[config.mk]
export PLATFORM = sky130hd
export DESIGN_NAME = hazard_ctrl
export DESIGN_NICKNAME = d
export VERILOG_FILES = /design/src/rtl/hazard_ctrl.sv
export SDC_FILE = /design/constraint.sdc
export NUM_CORES = 1
export LEC_CHECK = 0
export ABC_CLOCK_PERIOD_IN_PS = 5800
export CAP_MARGIN = 20
export CORE_AREA = 2 2 65 67
export DETAILED_ROUTE_END_ITERATION = 8
export DIE_AREA = 0 0 67 69
export HOLD_SLACK_MARGIN = 0.02
export PLACE_DENSITY = 0.78
export SLEW_MARGIN = 40
export SYNTH_ARGS = -nofsm -noshare
export SYNTH_HDL_FRONTEND = slang
export SYNTH_SLANG_ARGS = --single-unit
export TNS_END_PERCENT = 30
[constraint.sdc]
create_clock -name clk_i -period 5.8 [get_ports clk_i]
set_clock_uncertainty 0.2 [all_clocks]
set_input_delay 1.16 -clock clk_i [delete_from_list [all_inputs] [get_ports clk_i]]
set_output_delay 1.16 -clock clk_i [all_outputs]
set_load 0.03 [all_outputs]
[src/rtl/hazard_ctrl.sv]
// Pipeline sequencing controller: load-use stalls, taken-branch flushes and a
// req/ack freeze for variable-latency data memory, plus stall counter and timeout flag.
module hazard_ctrl #(
    parameter int TIMEOUT = 255,
    parameter int CNT_W   = 16
) (
    input  logic             clk_i,
    input  logic             rst_i,
    input  logic             IDEX_MemRead_i,
    input  logic [4:0]       IDEX_RegRt_i,
    input  logic [4:0]       IFID_RegRs_i,
    input  logic [4:0]       IFID_RegRt_i,
    input  logic             EXMEM_Branch_i,
    input  logic             EXMEM_ALUzero_i,
    input  logic             EXMEM_MemRead_i,
    input  logic             EXMEM_MemWrite_i,
    input  logic             mem_ack_i,
    output logic             PCWrite_o,
    output logic             PCSrc_o,
    output logic             IFIDWrite_o,
    output logic             IFIDFlush_o,
    output logic             IDEXWrite_o,
    output logic             IDEXFlush_o,
    output logic             EXMEMWrite_o,
    output logic             EXMEMFlush_o,
    output logic             MEMWBBubble_o,
    output logic             mem_req_o,
    output logic [CNT_W-1:0] stall_cnt_o,
    output logic             err_o
);

    localparam int WCNT_W = ($clog2(TIMEOUT + 1) > 8) ? $clog2(TIMEOUT + 1) : 8;

    localparam logic [0:0] RUN  = 1'b0;
    localparam logic [0:0] WAIT = 1'b1;

    logic [0:0]        state_q, state_d;
    logic [WCNT_W-1:0] wcnt_q, wcnt_d;
    logic [CNT_W-1:0]  stall_cnt_q, stall_cnt_d;
    logic              err_q, err_d;

    logic memop;
    logic branch_taken;
    logic load_use;
    logic freeze;
    logic lu_stall;
    logic br_flush;
    logic req;

    assign memop        = EXMEM_MemRead_i | EXMEM_MemWrite_i;
    assign branch_taken = EXMEM_Branch_i & EXMEM_ALUzero_i;
    assign load_use     = IDEX_MemRead_i && (IDEX_RegRt_i != 5'd0) &&
                          ((IDEX_RegRt_i == IFID_RegRs_i) || (IDEX_RegRt_i == IFID_RegRt_i));

    // Sequencing decisions and next-state logic.
    always_comb begin
        // NOTE: every variable gets a default before any branch so no latch is inferred.
        state_d     = state_q;
        wcnt_d      = wcnt_q;
        err_d       = err_q;
        stall_cnt_d = stall_cnt_q;
        freeze      = 1'b0;
        lu_stall    = 1'b0;
        br_flush    = 1'b0;
        req         = 1'b0;

        case (state_q)
            RUN: begin
                if (memop) begin
                    req = 1'b1;
                    if (!mem_ack_i) begin
                        freeze  = 1'b1;
                        state_d = WAIT;
                        wcnt_d  = WCNT_W'(1);
                    end
                end
                // Hazards under a freeze are dropped; held registers re-present them later.
                if (!freeze) begin
                    if (branch_taken) begin
                        br_flush = 1'b1;
                    end else if (load_use) begin
                        lu_stall = 1'b1;
                    end
                end
            end
            default: begin
                req = 1'b1;
                if (mem_ack_i) begin
                    state_d = RUN;
                    wcnt_d  = '0;
                end else if (wcnt_q == WCNT_W'(TIMEOUT)) begin
                    req     = 1'b0;
                    err_d   = 1'b1;
                    state_d = RUN;
                    wcnt_d  = '0;
                end else begin
                    freeze = 1'b1;
                    wcnt_d = wcnt_q + WCNT_W'(1);
                end
            end
        endcase

        if ((freeze || lu_stall) && (stall_cnt_q != '1)) begin
            stall_cnt_d = stall_cnt_q + CNT_W'(1);
        end
    end

    // Pipeline-register controls; reset forces the pass-through defaults.
    always_comb begin
        PCWrite_o     = 1'b1;
        PCSrc_o       = 1'b0;
        IFIDWrite_o   = 1'b1;
        IFIDFlush_o   = 1'b0;
        IDEXWrite_o   = 1'b1;
        IDEXFlush_o   = 1'b0;
        EXMEMWrite_o  = 1'b1;
        EXMEMFlush_o  = 1'b0;
        MEMWBBubble_o = 1'b0;
        mem_req_o     = 1'b0;

        if (!rst_i) begin
            mem_req_o = req;
            if (freeze) begin
                PCWrite_o     = 1'b0;
                IFIDWrite_o   = 1'b0;
                IDEXWrite_o   = 1'b0;
                EXMEMWrite_o  = 1'b0;
                MEMWBBubble_o = 1'b1;
            end else if (br_flush) begin
                PCSrc_o      = 1'b1;
                IFIDFlush_o  = 1'b1;
                IDEXFlush_o  = 1'b1;
                EXMEMFlush_o = 1'b1;
            end else if (lu_stall) begin
                PCWrite_o   = 1'b0;
                IFIDWrite_o = 1'b0;
                IDEXFlush_o = 1'b1;
            end
        end
    end

    always_ff @(posedge clk_i) begin
        // NOTE: sequential state uses non-blocking assignments so all flops update together.
        if (rst_i) begin
            state_q     <= RUN;
            wcnt_q      <= '0;
            stall_cnt_q <= '0;
            err_q       <= 1'b0;
        end else begin
            state_q     <= state_d;
            wcnt_q      <= wcnt_d;
            stall_cnt_q <= stall_cnt_d;
            err_q       <= err_d;
        end
    end

    assign stall_cnt_o = stall_cnt_q;
    assign err_o       = err_q;

endmodule

After elaboration in Yosys (flattened, before gate mapping)
Index checks and enable logic that the tools add are counted.
W data, S select, Z words.
{"block": "op_classes", "eq_ne": 5, "bitwise": 3, "n_mux": 38, "n_reduce_logical": 9, "addsub": 2}
{"operator": "$mux W8", "n": 5}
{"operator": "$mux W1", "n": 33}
{"operator": "$add A16 B1 Y16 const B", "n": 1}
{"operator": "$ne A16 B16 Y1 const B", "n": 1}
{"operator": "$eq A5 B5 Y1", "n": 2}
{"operator": "$add A8 B1 Y8 const B", "n": 1}
{"operator": "$eq A8 B8 Y1 const B", "n": 1}
{"operator": "$reduce_bool A5 Y1", "n": 1}
{"operator": "$logic_and A1 B1 Y1", "n": 3}
{"operator": "$reduce_and A3 Y1", "n": 1}
{"operator": "$logic_or A1 B1 Y1", "n": 2}
{"operator": "$ne A2 B1 Y1 const B", "n": 1}
{"operator": "$reduce_and A2 Y1", "n": 1}
{"operator": "$reduce_bool A2 Y1", "n": 1}
{"operator": "$and A1 B1 Y1", "n": 1}
{"operator": "$not A1 Y1", "n": 1}
{"operator": "$or A1 B1 Y1", "n": 1}
{"block": "word_totals", "input_bits": 23, "regBits": 26, "word_cells": 61, "out_inout_bits": 27}

Depth between registers and ports, before layout
Gate-level depths: netlist of run 1.
{"block": "logic_depth", "word_depth": 11, "ltp_mapped": 10, "mapped_depth_nobuf": 7}

Least setup slack after synthesis of run 1
No wires, ideal clock.
{"block": "synth_timing", "path_type": "input to output", "start": "input EXMEM_MemWrite_i", "end": "output IFIDFlush_o", "slack_ns": 1.478, "path_stages": 4, "arrival_ns": 2.962, "n_path_buf": 1, "required_ns": 4.440, "path_cell_list": "nor3_1 a211oi_1 nor4_1 buf_4"}
{"block": "synth_between", "elab_chain_len": 8}
{"item": "start, declared", "line": "16", "source": "input logic EXMEM_MemWrite_i,"}
{"item": "$or A1 B1 Y1 *", "line": "50", "source": "assign memop = EXMEM_MemRead_i | EXMEM_MemWrite_i;"}
{"item": "$mux W1 *", "line": "69", "source": "if (memop) begin"}
{"item": "$mux W1 *", "line": "67", "source": "case (state_q)"}
{"item": "$mux W1", "line": "78", "source": "if (!freeze) begin"}
{"item": "$mux W1", "line": "67"}
{"item": "$mux W1"}
{"item": "$mux W1 * (2 in a row)"}
{"item": "end, declared", "line": "21", "source": "output logic IFIDFlush_o,"}
Mark *: on every way between the ends. The rest lies on a longest branch, timed or not. The select of a mux whose other input is x is not followed.

Worst setup path after layout of run 1
{"block": "layout_timing", "start": "input IDEX_RegRt_i[2]", "end": "output IFIDWrite_o"}
{"block": "layout_between", "elab_chain_len": 11}
{"item": "start, declared", "line": "10", "source": "input logic [4:0] IDEX_RegRt_i,"}
{"item": "$eq A5 B5 Y1 or $reduce_bool A5 Y1 (tied branches)", "line": "53, 52"}
{"item": "$logic_or A1 B1 Y1 or $logic_and A1 B1 Y1 (tied branches)", "line": "53, 52"}
{"item": "$logic_and A1 B1 Y1 *", "line": "52", "source": "assign load_use = IDEX_MemRead_i && (IDEX_RegRt_i != 5'd0) &&"}
{"item": "$mux W1 *", "line": "81", "source": "end else if (load_use) begin"}
{"item": "$mux W1 *", "line": "79", "source": "if (branch_taken) begin"}
{"item": "$mux W1 *", "line": "78"}
{"item": "$mux W1 *", "line": "67"}
{"item": "$mux W1 *", "line": "134", "source": "end else if (lu_stall) begin"}
{"item": "$mux W1 *", "line": "129", "source": "end else if (br_flush) begin"}
{"item": "$mux W1 *", "line": "123", "source": "if (freeze) begin"}
{"item": "$mux W1 *", "line": "121", "source": "if (!rst_i) begin"}
{"item": "end, declared", "line": "20", "source": "output logic IFIDWrite_o,"}
Mark *: on every way between the ends. The rest lies on a longest branch, timed or not.

==> results.yml, run 1 <==
clock_network:
  cts_buffer_depth: 2
  clkLatencyLatePin_ps: 280
  cts_made_buffers: 3
  cts_sinks: 26
  postCtsSetupRepairBufs: 0
  clk_pin_slew_worst_paths_ps: 90
  cts_resized: 0
  cts_max_level: 1
  cts_tree: "done"
  clock-root-buffer: "clkbuf_8"
  hold_buffers: 0
critical_path:
  critPathKind: "input port to primary output"
  critPathLaunch: "IDEX_RegRt_i[2]"
  cp-end-kind: "primary output"
  critPathRequiredTime_ps: 4440
  worstSetupStartpointType: "input port"
  reg2reg_to: "stall_cnt_o[5]"
  r2r_cells: 8
  r2r_start: "wcnt_q[0]"
  critPathMaxFanout: 28
  r2r_slack_ps: 3350
  crit_end: "IFIDWrite_o"
  critPathArrivalTime_ps: 3490
run_status:
  status: "finished, final reports clean"
timing:
  setup_viol: 0
  slew_headroom_pct: 61.8
  fmaxAchievable_mhz: 206
  fin_crit_ps: 4850
  worstMarginPinSlew_ps: 567
  finalMaxSlewViolations: 0
  min_period_over_period_pct: 83.6
  final-hold-violation-count: 0
  rsz0062_at_grt: "false"
  tns_ps: 0
global_route:
  use_met2_pct: 26.8
  antenna_found_initial: 0
  use_met1_pct: 20.0
  grt_pass1_vias: 1394
  grt_max_degree: 29
  overflow: 0
  grt_use_total_pct: 15.9
  use_met3_pct: 3.75
  grt_pass1_wl_um: 6000
  grt_busiest_layer: "met2"
finish:
  area_delta_synth_final_pct: 35.3
  drive_above_1_share_pct: 7.23
  final_nets: 261
  fillers: 397
  layout_commonest_cell: "clkdlybuf4s50_1"
  regArea_sq_um: 520
  diodes: 0
  fin_cells: 285
  final_cell_mix: "clkdlybuf4s50_1 (49), nor2_1 (26), dfxtp_1 (26), nand2_1 (16), xor2_1 (15)"
  multi_input_area_sq_um: 927
floorplan:
  ioPinCount: 50
  die-width_um: 67
  initial_core_util_pct: 39.7
  die_h_um: 69
  fp.dieArea_sq_um: 4620
  rows: 23
  core-area_sq_um: 3910
routing:
  drt_wl_total_um: 3760
  vias: 1536
  drt_iter0_markers: 45
  drtAntennaViolNets: 0
  firstDrtPassIters: 4
  wl_per_cell_um: 13.2
  drc: 0
  drt-vias-per-instance: 5.39
synthesis:
  synth-async-reset-ratio_pct: 0
  synth_enable_flop_cells: 0
  yosysSeqAreaShare_pct: 33.5
  avgSynthCellArea_sq_um: 8.17
  syn_inst: 190
  synth_ff_type: "dfxtp_1"
  yosysWarningCount: 0
  synth_cell_types: 43
  synth.cell_area_sq_um: 1550
  syn_nets: 215
  ys_seq_elements: 26
placement:
  place.gp.congestion: 0.815
  dp_hpwl_um: 2700
  placed_cells: 281
  port-buffer-count: 49
pwr:
  p_per_area_nw_per_um2: 178
  ir_drop_v: 0.000106
  p_leak_nw: 0.718
  finalPower_mw: 0.374
hold_path:
  hold_path_class: "register to register"
run:
  maxCapViolations: 0
-- cells in the mapped netlist, drive strengths merged (3+ instances only) --
cell   count  share of area [%]
a22oi      3                1.5
dfxtp     26                 34
inv        6                1.5
o31ai      8                3.9
o21a       3                1.5
mux2       3                2.2
buf        9                4.8
nor3      10                4.6
or4        9                4.4
a21oi     10                3.2
xor2      15                8.5
nand2     17                4.3
nand4      3                1.2
nor4       4                2.0
nand3     11                3.9
nor2      26                6.3
o21ai      3               0.97
-- flip-flops by register name, summed over array words and instances, names as in the netlist --
signal and count:
err_o 1, state_q 1, wcnt_q 8, stall_cnt_o 16
-- metrics by stage --
step / setup slack [ps] / hold slack (ps) / utilization (%) / instance area (sq um)
6_report: 951 / 292 / 53.7 / 2100
5_1_grt: 837 / 318 / 53.7 / 2100
4_1_cts: 945 / 299 / 53.7 / 2100
3_5_place_dp: 953 / 282 / 52.3 / 2050
3_3_place_gp: 982 / 261 / 52.3 / 2050
2_1_floorplan: 1480 / 279 / - / 1550
-- worst min-delay path by stage --
stage,from,to,slack [ps],cells after the start
floorplan,wcnt_q[7],wcnt_q[7],280,2
global placement,err_o,err_o,260,2
detailed placement,err_o,err_o,280,2
CTS,stall_cnt_o[10],stall_cnt_o[10],300,2
global route,stall_cnt_o[10],stall_cnt_o[10],320,2
finish,err_o,err_o,290,2
-- per-layer routing --
| layer | routed length, um | share of wire (%) |
|---|---|---|
| met1 | 1690 | 45 |
| met2 | 1740 | 46 |
| met3 | 291 | 7.7 |
| met4 | 35 | 0.93 |
| met5 | 0 | 0 |
-- critical path: stages --
cell and delay, ps:
clkdlybuf4s50_1 540, xor2_1 200, nor3_2 70, a22oi_1 240
o21a_1 170, buf_4 270, or2_2 180, clkdlybuf4s50_1 660
-- area by class of cell --
class	count	area share, %
clock buffers	4	2.62
multi-input cells	147	44.1
inverters	6	1.07
well taps	50	2.98
repair buffers	52	24.4
flip-flops and latches	26	24.8
-- kinds of logic after synthesis --
logic type	Yosys count	synth area share, %
XOR/XNOR	16	9.03
multiplexers	4	2.82
AO/OA/AOI/OAI	37	16.3
flip-flops	26	33.5
AND/OR/NAND/NOR	88	30.0
buffers and inverters	17	6.77
adder cells (fa/ha/maj)	2	1.61
-- power breakdown --
part / leakage, nW / total, mW / internal (mW) / switching, mW
Clock: 0.0288 / 0.121 / 0.0609 / 0.0604
Combinational: 0.479 / 0.0681 / 0.0320 / 0.0362
Sequential: 0.210 / 0.184 / 0.181 / 0.00345
(Power assumes the default switching activity.)
==> inputs of run 2 (changes only) <==
Settings changed: ABC_CLOCK_PERIOD_IN_PS 5800 to 4700.
Clock period 5.8 ns to 4.7 ns, I/O delays scaled along.
==> run 2 against run 1 <==
Net effect: global-route usage up 0.18 points; clock power grew 55%; sequential power rose by 24%; register-to-register slack worse by 1100 ps; via count is 2.5% lower; combinational power up 24%; sequential cell count unchanged; sequential share of layout area down 0.28 points; critical path type unchanged.
==> results.yml, run 2 (synthesized netlist as in run 1, its figures left out) <==
floorplan:
  die_h_um: 69
  ioPinCount: 50
  initial_core_util_pct: 39.7
  die-width_um: 67
  fp.dieArea_sq_um: 4620
  rows: 23
  core-area_sq_um: 3910
pwr:
  p_per_area_nw_per_um2: 235
  p_leak_nw: 0.730
  ir_drop_v: 0.000174
finish:
  multi_input_area_sq_um: 927
  final_nets: 262
  fin_cells: 286
  diodes: 0
  stdcell_area_sq_um: 2120
  final_core_util_pct: 54.3
  largest_reg_flops: 16
  regArea_sq_um: 520
  layout_commonest_cell: "clkdlybuf4s50_1"
  fillers: 390
  area_delta_synth_final_pct: 36.8
  final_cell_mix: "clkdlybuf4s50_1 (49), nor2_1 (26), dfxtp_1 (26), nand2_1 (16), xor2_1 (15)"
  drive_above_1_share_pct: 7.63
timing:
  final-hold-violation-count: 0
  tns_ps: 0
  setup_viol: 0
  worstMarginPinSlew_ps: 558
  slew_headroom_pct: 62.4
  rsz0062_at_grt: "false"
  finalMaxSlewViolations: 0
  min_period_over_period_pct: 89.1
  fmaxAchievable_mhz: 239
  fin_crit_ps: 4190
  holdWs_ps: 289
critical_path:
  path_common_cell: "clkdlybuf4s50_1"
  path_depth: 7
  crit_end: "IFIDWrite_o"
  critPathLaunch: "IDEX_RegRt_i[3]"
  cp-end-kind: "primary output"
  path_cells: "clkdlybuf4s50_1 -> xor2_1 -> nor3_1 -> a22oi_1 -> o21a_1 -> or2_2 -> clkdlybuf4s50_1"
  critPathKind: "input port to primary output"
  slowest_stage: "clkdlybuf4s50_1"
  r2r_start: "wcnt_q[0]"
  slowest_delay_ps: 600
  worst_path_dominant_cell_family: "buffers and inverters"
  critPathRequiredTime_ps: 3560
  r2r_cells: 8
  reg2reg_to: "stall_cnt_o[5]"
  worstSetupStartpointType: "input port"
  critPathMaxFanout: 3
  cp_num_buf_inv: 2
  critPathArrivalTime_ps: 3050
  r2r_slack_ps: 2240
clock_network:
  cts_resized: 0
  clock-root-buffer: "clkbuf_8"
  cts_buffer_depth: 2
  cts_sinks: 26
  hold_buffers: 0
  clk_pin_slew_worst_paths_ps: 100
  cts_tree: "done"
  cts_max_level: 1
  clkLatencyLatePin_ps: 270
  cts_made_buffers: 3
  postCtsSetupRepairBufs: 0
placement:
  port-buffer-count: 49
  placed_cells: 282
  placed_area_sq_um: 2050
  place.gp.congestion: 0.801
  dp_hpwl_um: 2690
run_status:
  status: "finished, final reports clean"
routing:
  drtAntennaViolNets: 0
  drt-vias-per-instance: 5.24
  wl_per_cell_um: 13.0
  firstDrtPassIters: 4
  drt_wl_total_um: 3710
  drc: 0
  vias: 1498
  drt_iter0_markers: 45
global_route:
  grt_max_degree: 28
  grt_pass1_wl_um: 6020
  grt_use_total_pct: 16.1
  overflow: 0
  antenna_found_initial: 0
  grt_pass1_vias: 1333
run:
  maxCapViolations: 0
hold_path:
  hold_path_class: "register to register"
==> run 2: cell types whose count changed in the layout (fill, tap and decap cells not counted) <==
cell | previous run | this run
clkbuf_8 | 4 | 3
bufinv_16 | 0 | 1
buf_4 | 3 | 4
==> run 2: layer usage <==
layer	GRT usage [%]	share of wire [%]	wire length, um
met4	2.72	0.51	19
met2	27.1	46	1720
met3	3.10	6.4	237
met5	0	0	0
met1	21.4	47	1740
==> run 2: tightest hold or removal path: cells and delay by family (launching register included) <==
| kind | cells | cell delay (ps) |
|---|---|---|
| and+or+nand+nor | 1 | 80 |
| DFF | 1 | 340 |
| AOI/OAI and AO/OA | 1 | 40 |
==> run 2: layout make-up <==
| type | count | share of cell area (%) |
|---|---|---|
| Clock buffer | 3 | 1.94 |
| Clock inverter | 1 | 1.41 |
| Inverter | 6 | 1.06 |
| Multi-Input combinational cell | 147 | 43.6 |
| Sequential cell | 26 | 24.5 |
| Tap cell | 50 | 2.94 |
| Timing Repair Buffer | 53 | 24.5 |
==> run 2: metrics by stage <==
stage / worst slack [ps] / power (mW)
after floorplan: 818 / 0.279
after global placement: 538 / 0.315
after detailed placement: 490 / 0.317
after CTS: 482 / 0.499
after global routing: 359 / 0.517
final: 512 / 0.498
==> run 2: how the worst min path moves through the flow <==
stage,start,endpoint,slack [ps],cells after the start
after floorplan,wcnt_q[7],wcnt_q[7],280,2
after global placement,err_o,err_o,260,2
after detailed placement,err_o,err_o,260,2
after CTS,err_o,err_o,290,2
after global routing,stall_cnt_o[10],stall_cnt_o[10],320,2
final,err_o,err_o,290,2
==> run 2: power breakdown <==
group / switching (mW) / internal, mW
Sequential: 0.00439 / 0.223
Clock: 0.0727 / 0.114
Combinational: 0.0443 / 0.0400
Total: 0.121 / 0.377
==> inputs of run 3 (changes only) <==
Settings changed: ABC_CLOCK_PERIOD_IN_PS 4700 to 3900, DONT_BUFFER_PORTS set to 1, PLACE_DENSITY 0.78 to 0.62.
Clock period 4.7 ns to 3.9 ns, I/O delays scaled along.
==> run 3 against run 2 <==
Net effect: via count down 13%; critical endpoint is now IDEXWrite_o; power up 13%; largest power group unchanged; design area down 22%; combinational power decreased by 34%; utilization shrank 12 points; global-route usage is 1.6 points lower; critical path depth decreased by 1.
==> results.yml, run 3 (synthesized netlist as in run 1, its figures left out) <==
critical_path:
  critPathMaxFanout: 6
  critPathLaunch: "wcnt_q[0]"
  cp-end-kind: "primary output"
  worstSetupStartpointType: "register"
  r2r_start: "stall_cnt_o[0]"
  critPathKind: "register to primary output"
  crit_end: "IDEXWrite_o"
  critPathArrivalTime_ps: 2320
  critPathRequiredTime_ps: 2920
  r2r_slack_ps: 1280
  r2r_cells: 8
  reg2reg_to: "stall_cnt_o[4]"
clock_network:
  postCtsSetupRepairBufs: 0
  cts_made_buffers: 3
  cts_max_level: 1
  clkLatencyLatePin_ps: 280
  cts_buffer_depth: 2
  clk_pin_slew_worst_paths_ps: 90
  clock-root-buffer: "clkbuf_8"
  cts_resized: 0
  hold_buffers: 0
  cts_sinks: 26
  cts_tree: "done"
global_route:
  grt_use_total_pct: 14.5
  grt_pass1_wl_um: 5340
  grt_pass1_vias: 1183
  grt_max_degree: 29
  antenna_found_initial: 0
  overflow: 0
finish:
  layout_commonest_cell: "dfxtp_1"
  largest_reg_flops: 16
  diodes: 0
  area_delta_synth_final_pct: 6.77
  final_nets: 214
  drive_above_1_share_pct: 11.2
  final_cell_mix: "dfxtp_1 (26), nor2_1 (25), nand2_1 (16), xor2_1 (15)"
timing:
  rsz0062_at_grt: "false"
  fmaxAchievable_mhz: 303
  fin_crit_ps: 3300
  final-hold-violation-count: 0
  worstMarginPinSlew_ps: 639
  finalMaxSlewViolations: 0
  tns_ps: 0
  min_period_over_period_pct: 84.6
  setup_viol: 0
  slew_headroom_pct: 57.0
placement:
  port-buffer-count: 0
  dp_hpwl_um: 2320
  place.gp.congestion: 0.766
floorplan:
  fp.dieArea_sq_um: 4620
  core-area_sq_um: 3910
  ioPinCount: 50
  die-width_um: 67
  die_h_um: 69
  rows: 23
  initial_core_util_pct: 39.7
routing:
  firstDrtPassIters: 4
  drt_wl_total_um: 3170
  drc: 0
  vias: 1308
  drt_iter0_markers: 66
  drt-vias-per-instance: 5.50
  wl_per_cell_um: 13.3
  drtAntennaViolNets: 0
run:
  maxCapViolations: 0
run_status:
  status: "finished, final reports clean"
pwr:
  p_leak_nw: 0.556
  ir_drop_v: 0.000133
  p_per_area_nw_per_um2: 341
  finalPower_mw: 0.565
hold_path:
  hold_path_class: "register to register"
  min_from: "wcnt_q[7]"
## run 3: cell types whose count changed in the layout (fill, tap and decap cells not counted), sizes merged
cell,change
buf,+1
clkdlybuf4s50,-49
## run 3: worst max-delay path, cell delays in order, from the launching register on
cell	delay, ps
dfxtp_1	350
ha_1	240
nand3_2	110
nor3_4	70
a211o_1	350
nor2_1	480
inv_1	440
## run 3: metrics by stage
stage,util [%],cells,worst slack [ps],cell area [sq um],hold WS [ps]
final,42.4,238,601,1660,335
after global routing,42.4,238,416,1660,336
after detailed placement,40.5,234,764,1580,315
after floorplan,-,190,338,1550,279
after CTS,42.3,238,584,1660,337
after global placement,40.5,234,790,1580,303
## run 3: per-layer routing
layer | GRT usage [%] | vias up | part of all wire (%)
li1 | - | 675 | -
met5 | 0 | - | 0
met1 | 18.7 | 606 | 47
met4 | 4.99 | 0 | 1.0
met2 | 21.5 | 23 | 45
met3 | 6.36 | 4 | 7.0
## run 3: layout make-up
class	count	area, sq um
tap	50	62.6
clock inverter	1	30.0
inverter	6	22.5
fill	403	2260
clock buffer	3	41.3
sequential	26	520
multi-input combinational	147	936
timing repair buffer	5	45.0
## run 3: worst min-delay path by stage
stage,slack [ps],cells past startpoint,end
2_1_floorplan,280,2,wcnt_q[7]
3_3_place_gp,300,2,wcnt_q[7]
3_5_place_dp,310,2,wcnt_q[7]
4_1_cts,340,2,wcnt_q[7]
5_1_grt,340,1,stall_cnt_o[11]
6_report,330,2,wcnt_q[7]
## run 3: report_power, final
part | switching [mW] | leakage [nW] | total, mW | internal [mW]
combinational | 0.0361 | 0.310 | 0.0553 | 0.0192
sequential | 0.00917 | 0.210 | 0.278 | 0.269
clock | 0.0936 | 0.0357 | 0.231 | 0.138
total | 0.139 | 0.556 | 0.565 | 0.426
